File: src/rtl/dec_3b_pipe.sv
// dec_3b_pipe: decodes a 3-bit index into an 8-bit one-hot word. A 2-entry
// FIFO (head + skid) sits between the input and output valid/ready
// handshakes.
//
// Ports:
//   clk_i        clock; all state updates on its rising edge
//   rst_n_i      asynchronous active-low reset
//   in_valid_i   upstream index valid
//   in_ready_o   registered; block can accept an index this cycle
//   data_i[2:0]  binary index
//   out_valid_o  head one-hot word valid
//   out_ready_i  downstream accepts the head word
//   data_o[7:0]  registered one-hot decode of the head index, 8'h00 when idle
//   clear_i      synchronous clear of mask_o          (DEC_3B_MASK_EN only)
//   mask_o[7:0]  OR of all words delivered since clear (DEC_3B_MASK_EN only)
//
// Build option: define DEC_3B_MASK_EN to add the delivered-word mask.
module dec_3b_pipe (
  input  logic       clk_i,
  input  logic       rst_n_i,
  input  logic       in_valid_i,
  output logic       in_ready_o,
  input  logic [2:0] data_i,
  output logic       out_valid_o,
  input  logic       out_ready_i,
  output logic [7:0] data_o
`ifdef DEC_3B_MASK_EN
  ,
  input  logic       clear_i,
  output logic [7:0] mask_o
`endif
);

  typedef enum logic [1:0] {
    EMPTY = 2'd0,
    ONE   = 2'd1,
    FULL  = 2'd2
  } state_t;

  state_t     state_p0, state_nxt;
  logic [7:0] head_p0, head_nxt;   // head entry, kept already decoded
  logic [2:0] skid_p0, skid_nxt;   // second entry, kept as a raw index
  logic       rdy_p0;
  logic       push, pop;

  function automatic logic [7:0] onehot(input logic [2:0] idx);
    onehot = 8'b0000_0001 << idx;
  endfunction

  // rdy_p0 is 0 in FULL, so in_valid_i is naturally ignored there.
  assign push        = in_valid_i & rdy_p0;
  assign pop         = (state_p0 != EMPTY) & out_ready_i;
  assign in_ready_o  = rdy_p0;
  assign out_valid_o = (state_p0 != EMPTY);
  assign data_o      = head_p0;

  always_comb begin
    state_nxt = state_p0;
    head_nxt  = head_p0;
    skid_nxt  = skid_p0;
    case (state_p0)
      EMPTY: begin
        if (push) begin
          state_nxt = ONE;
          head_nxt  = onehot(data_i);
        end
      end
      ONE: begin
        if (push && pop) begin
          head_nxt = onehot(data_i);
        end else if (push) begin
          state_nxt = FULL;
          skid_nxt  = data_i;
        end else if (pop) begin
          state_nxt = EMPTY;
          head_nxt  = 8'h00;    // idle output must read as zero
        end
      end
      FULL: begin
        if (pop) begin
          state_nxt = ONE;
          head_nxt  = onehot(skid_p0);
        end
      end
      default: begin
        state_nxt = EMPTY;
        head_nxt  = 8'h00;
      end
    endcase
  end

  // ---- stage p0: FIFO state, head word and ready register ----
  // Ready is registered from the next state, so it never follows out_ready_i
  // combinationally. It stays low during reset and rises at the first edge
  // after release, when no transfer can occur because it was still low.
  always_ff @(posedge clk_i or negedge rst_n_i) begin
    if (!rst_n_i) begin
      state_p0 <= EMPTY;
      head_p0  <= 8'h00;
      rdy_p0   <= 1'b0;
    end else begin
      state_p0 <= state_nxt;
      head_p0  <= head_nxt;
      rdy_p0   <= (state_nxt != FULL);
    end
  end

  // The skid index is only read in FULL, so it needs no reset.
  always_ff @(posedge clk_i) begin
    skid_p0 <= skid_nxt;
  end

`ifdef DEC_3B_MASK_EN
  logic [7:0] mask_p0;

  // A clear together with a delivery starts the mask from that word.
  always_ff @(posedge clk_i or negedge rst_n_i) begin
    if (!rst_n_i) begin
      mask_p0 <= 8'h00;
    end else if (pop) begin
      mask_p0 <= clear_i ? head_p0 : (mask_p0 | head_p0);
    end else if (clear_i) begin
      mask_p0 <= 8'h00;
    end
  end

  assign mask_o = mask_p0;
`endif

endmodule

File: config.mk
export PLATFORM = sky130hd
export DESIGN_NAME = dec_3b_pipe
export DESIGN_NICKNAME = d
export VERILOG_FILES = /design/src/rtl/dec_3b_pipe.sv
export SDC_FILE = /design/constraint.sdc
export NUM_CORES = 1
export LEC_CHECK = 0
export ABC_AREA = 1
export CAP_MARGIN = 20
export CORE_MARGIN = 3
export CORE_UTILIZATION = 52
export DETAILED_ROUTE_END_ITERATION = 10
export HOLD_SLACK_MARGIN = 0.15
export MAX_ROUTING_LAYER = met4
export PLACE_DENSITY_LB_ADDON = 0.12
export SYNTH_ARGS = -nofsm -noshare
export SYNTH_HDL_FRONTEND = slang
export SYNTH_SLANG_ARGS = --single-unit
File: constraint.sdc
create_clock -name clk_i -period 3.6 [get_ports clk_i]
set_clock_uncertainty 0.1 [all_clocks]
set_input_delay 0.72 -clock clk_i [delete_from_list [all_inputs] [get_ports clk_i]]
set_output_delay 0.72 -clock clk_i [all_outputs]
set_load 0.01 [all_outputs]
After elaboration in Yosys (flattened, before gate mapping)
Cells that the tools add are included.
W data, S select, Z words.
{"block": "classes", "n_eq_ne": 7, "shift": 2, "muxes": 12, "bitwise_logic": 3, "n_reduce_logical": 5}
{"cell": "$mux W8", "n": 5}
{"cell": "$pmux W8 S3", "n": 1}
{"cell": "$shl A1 B3 Y8 const A", "n": 2}
{"cell": "$mux W2", "n": 5}
{"cell": "$ne A2 B2 Y1 const B", "n": 3}
{"cell": "$ne A3 B3 Y1 const B", "n": 2}
{"cell": "$pmux W2 S3", "n": 1}
{"cell": "$reduce_and A4 Y1", "n": 1}
{"cell": "$reduce_and A3 Y1", "n": 1}
{"cell": "$and A1 B1 Y1", "n": 2}
{"cell": "$eq A2 B1 Y1 const B", "n": 1}
{"cell": "$eq A2 B2 Y1 const B", "n": 1}
{"cell": "$logic_not A2 Y1", "n": 1}
{"cell": "$reduce_bool A2 Y1", "n": 1}
{"cell": "$logic_and A1 B1 Y1", "n": 1}
{"cell": "$not A1 Y1", "n": 1}
{"block": "word_totals", "regBits": 14, "input_bits": 7, "output_inout_bits": 10, "elab_cells": 33}

Depth between registers and ports, before layout
{"block": "logic_depth", "ltp_word": 7, "ltp_mapped": 8, "mapped_depth_nobuf": 8}

Worst setup path before layout
OpenSTA, ideal clock, no wires.
{"block": "synth_timing", "path_type": "input port to flip-flop", "startpoint": "in out_ready_i", "endpoint": "reg skid_p0[0] (enable)", "setup_time_ns": 0.371, "arrival_time_ns": 1.159, "required_time_ns": 3.129, "path_slack_ns": 1.969, "stages": 1, "n_path_buf": 0, "path_cell_list": "nor4_1"}
{"block": "synth_between", "elab_chain_len": 4}
{"item": "start, declared", "line_no": "25", "text": "input logic out_ready_i,"}
{"item": "$and A1 B1 Y1", "line_no": "52", "text": "assign pop = (state_p0 != EMPTY) & out_ready_i;"}
{"item": "$logic_and A1 B1 Y1", "line_no": "69", "text": "if (push && pop) begin"}
{"item": "$not A1 Y1 (no source line)"}
{"item": "$reduce_and A3 Y1 (no source line)"}
{"item": "end signal, assigned", "line_no": "110", "text": "skid_p0 <= skid_nxt;"}
{"item": "end, declared", "line_no": "42", "text": "logic [2:0] skid_p0, skid_nxt;"}
Every way passes these cells.
A chain may end at the register's enable or synchronous reset.

Worst setup path in the final report
{"block": "layout_timing", "startpoint": "reg state_p0[1]", "endpoint": "out out_valid_o"}
{"block": "layout_between", "elab_chain_len": 1}
{"item": "start, declared", "line_no": "40", "text": "state_t state_p0, state_nxt;"}
{"item": "start signal, assigned", "line_no": "102", "text": "state_p0 <= state_nxt;"}
{"item": "$reduce_bool A2 Y1", "line_no": "54", "text": "assign out_valid_o = (state_p0 != EMPTY);"}
{"item": "end, declared", "line_no": "24", "text": "output logic out_valid_o,"}
Every way passes these cells.

==> qor.txt <==
final-report hold violation count - 0
num ports - 17
Critical Path End Type - primary output
Nets - 137
ANT nets after route - 0
area of the core - 0.001350 mm²
Residual DRC - 0
r2r worst-path depth - 1
DRT iter0 DRCs - 14
total number of vias - 725
leakage - 0.5435 nW
hold crit path type - flip-flop to flip-flop
Crit path arrival time - 1.43 ns
Reg-to-Reg Start - state_p0[1]
Clock Tree Root - clkbuf_4
Max Clk Rate - 0.4438 GHz
pin count of the biggest net entering global routing - 12
WL per Instance - 11.56 µm
antenna violations before repair - 0
Hold Startpoint - data_o[5]
# resized after CTS - 0
Clock Sink Count - 14
FILL cells - 121
WHS Endpoint - data_o[5]
gpl congestion - 0.8892
largest fanout on the critical path - 6
critical path class - flip-flop to primary output
mapped cell area - 775.7 µm²
Die Area - 0.001991 mm²
Worst Setup Start Kind - flip-flop
status - complete, no violations
peak supply drop - 404.8 µV
gate count of the mapped netlist - 109
Multi-input gate area - 354.1 µm²
vias in the first global route - 660
post-synthesis net count - 116
clk_lat worst skew - 0.27 ns
post-synthesis cell type count - 14
CP Cell Sequence - nor2_2 -> inv_2 -> clkdlybuf4s50_1
vias per cell - 5.035
setup TNS - 0 ns
Mapped Avg Cell Area - 7.117 µm²
Pwr per Cell Area - 576.8 mW/mm²
Die W - 44.63 µm
post-CTS setup buffers - 0
Max Cap Viol - 0
ratio of cells with drive above 1 in the final layout - 0.1008
GRT Overall Usage - 0.1929
#FFs+latches synth - 14
Max stage delay on crit path - 0.47 ns
YS warnings - 0
chip height - 44.63 µm
initial core utilization - 0.5746
first-pass GRT wire length - 2.753 mm
Reg clk slew, reported paths - 0.09 ns
Worst-Margin Slew - 0.6724 ns
Worst path slowest cell - clkdlybuf4s50_1
Max Slew Vio Count - 0
Overflow after GRT - 0
drt pass-1 iters - 4
total power - 0.5716 mW
Area Growth Syn to Fin - 27.74%
CTS Buf Count - 3
CTS H-tree depth - 1
Final setup viols - 0
total wire length - 1.664 mm
I/O Buffers - 16
row count - 13
Reg area - 365.4 µm²
RSZ-0062 raised after global routing - false
r2r setup slk - 2.05 ns
commonest non-fill, non-tap cell in the layout - nand2_1
hold_buf cts - 0
worst-case clock buffer depth - 2
register area share after synthesis - 0.4710
crit share post-route - 0.6260
CTS tree - yes
Final HPWL DP - 1.342 mm
reg2reg end - skid_p0[0]
hold path cells - 2
number of diodes - 0
Worst EP required - 2.78 ns
Relative slew margins - 0.5476
most frequent cells in the layout - 57 x nand2_1, 16 x clkdlybuf4s50_1, 12 x inv_1, 11 x dfrtp_1, 8 x nor3_1
fin crit period - 2.253 ns
## power by group
part	total (mW)	switching [mW]	internal, mW	leakage, nW
sequential	0.221	0.0247	0.196	0.171
combinational	0.239	0.140	0.0992	0.351
clock	0.111	0.0500	0.0614	0.0210
## layer usage
metal	share of wire	vias to the layer above	GRT usage
li1	-	370	-
met1	0.45	328	0.2487
met2	0.49	22	0.3123
met3	0.037	5	0.02846
met4	0.014	0	0.05422
met5	0	-	-
## metrics by stage
stage | setup slack (ns) | hold WS (ns) | cells | area, µm² | utilization
floorplan | 1.969 | 0.3244 | 109 | 775.7 | -
global placement | 1.454 | 0.3634 | 140 | 954.7 | 0.7071
detailed placement | 1.340 | 0.3700 | 140 | 954.7 | 0.7071
CTS | 1.344 | 0.3898 | 144 | 991.0 | 0.7340
global route | 1.307 | 0.4114 | 144 | 991.0 | 0.7340
finish | 1.347 | 0.3825 | 144 | 991.0 | 0.7340
## flip-flops by register name, indices dropped and copies added (netlist names)
signal and flops:
skid_p0 3, in_ready_o 1, state_p0 2, data_o 8
## worst max-delay path by stage
stage	end	slack (ns)	from
4_1_cts	out_valid_o	1.34	state_p0[1]
3_5_place_dp	skid_p0[0]	1.34	in_valid_i
3_3_place_gp	skid_p0[0]	1.45	in_valid_i
2_1_floorplan	skid_p0[0]	1.97	out_ready_i
6_report	out_valid_o	1.35	state_p0[1]
5_1_grt	out_valid_o	1.31	state_p0[1]
## cell usage after synthesis
cell,number,area share
a21oi_1,1,0.0064
dfrtp_1,11,0.35
edfxtp_1,3,0.12
inv_1,12,0.058
inv_2,3,0.015
nand2_1,57,0.28
nand2_4,1,0.015
nor2_1,7,0.034
nor2_2,1,0.0081
nor2_4,2,0.029
nor3_1,8,0.052
nor4_1,1,0.0081
o21ai_4,1,0.021
or2_2,1,0.0081
## logic make-up (layout without fill, tap and decap cells)
kind of cell    after synthesis  in the layout  synth area share
simple gates                 78             78            0.4291
compound gates                2              2           0.02742
buf+inv                      15             35           0.07258
flops                        14             14            0.4710
## final cells by class
type / instances / share of cell area
clock buffer: 4 / 0.03662
inverter: 15 / 0.05682
sequential: 14 / 0.3687
tap: 15 / 0.01894
timing repair buffer: 16 / 0.1616
multi-input combinational: 80 / 0.3573
## critical path: cells and delay by family, from the launching register on
family,cells,cell delay (ns)
AND/OR/NAND/NOR,1,0.16
buffers and inverters,2,0.54
flip-flops,1,0.45
Note: power is estimated with default switching activity, not from simulation.
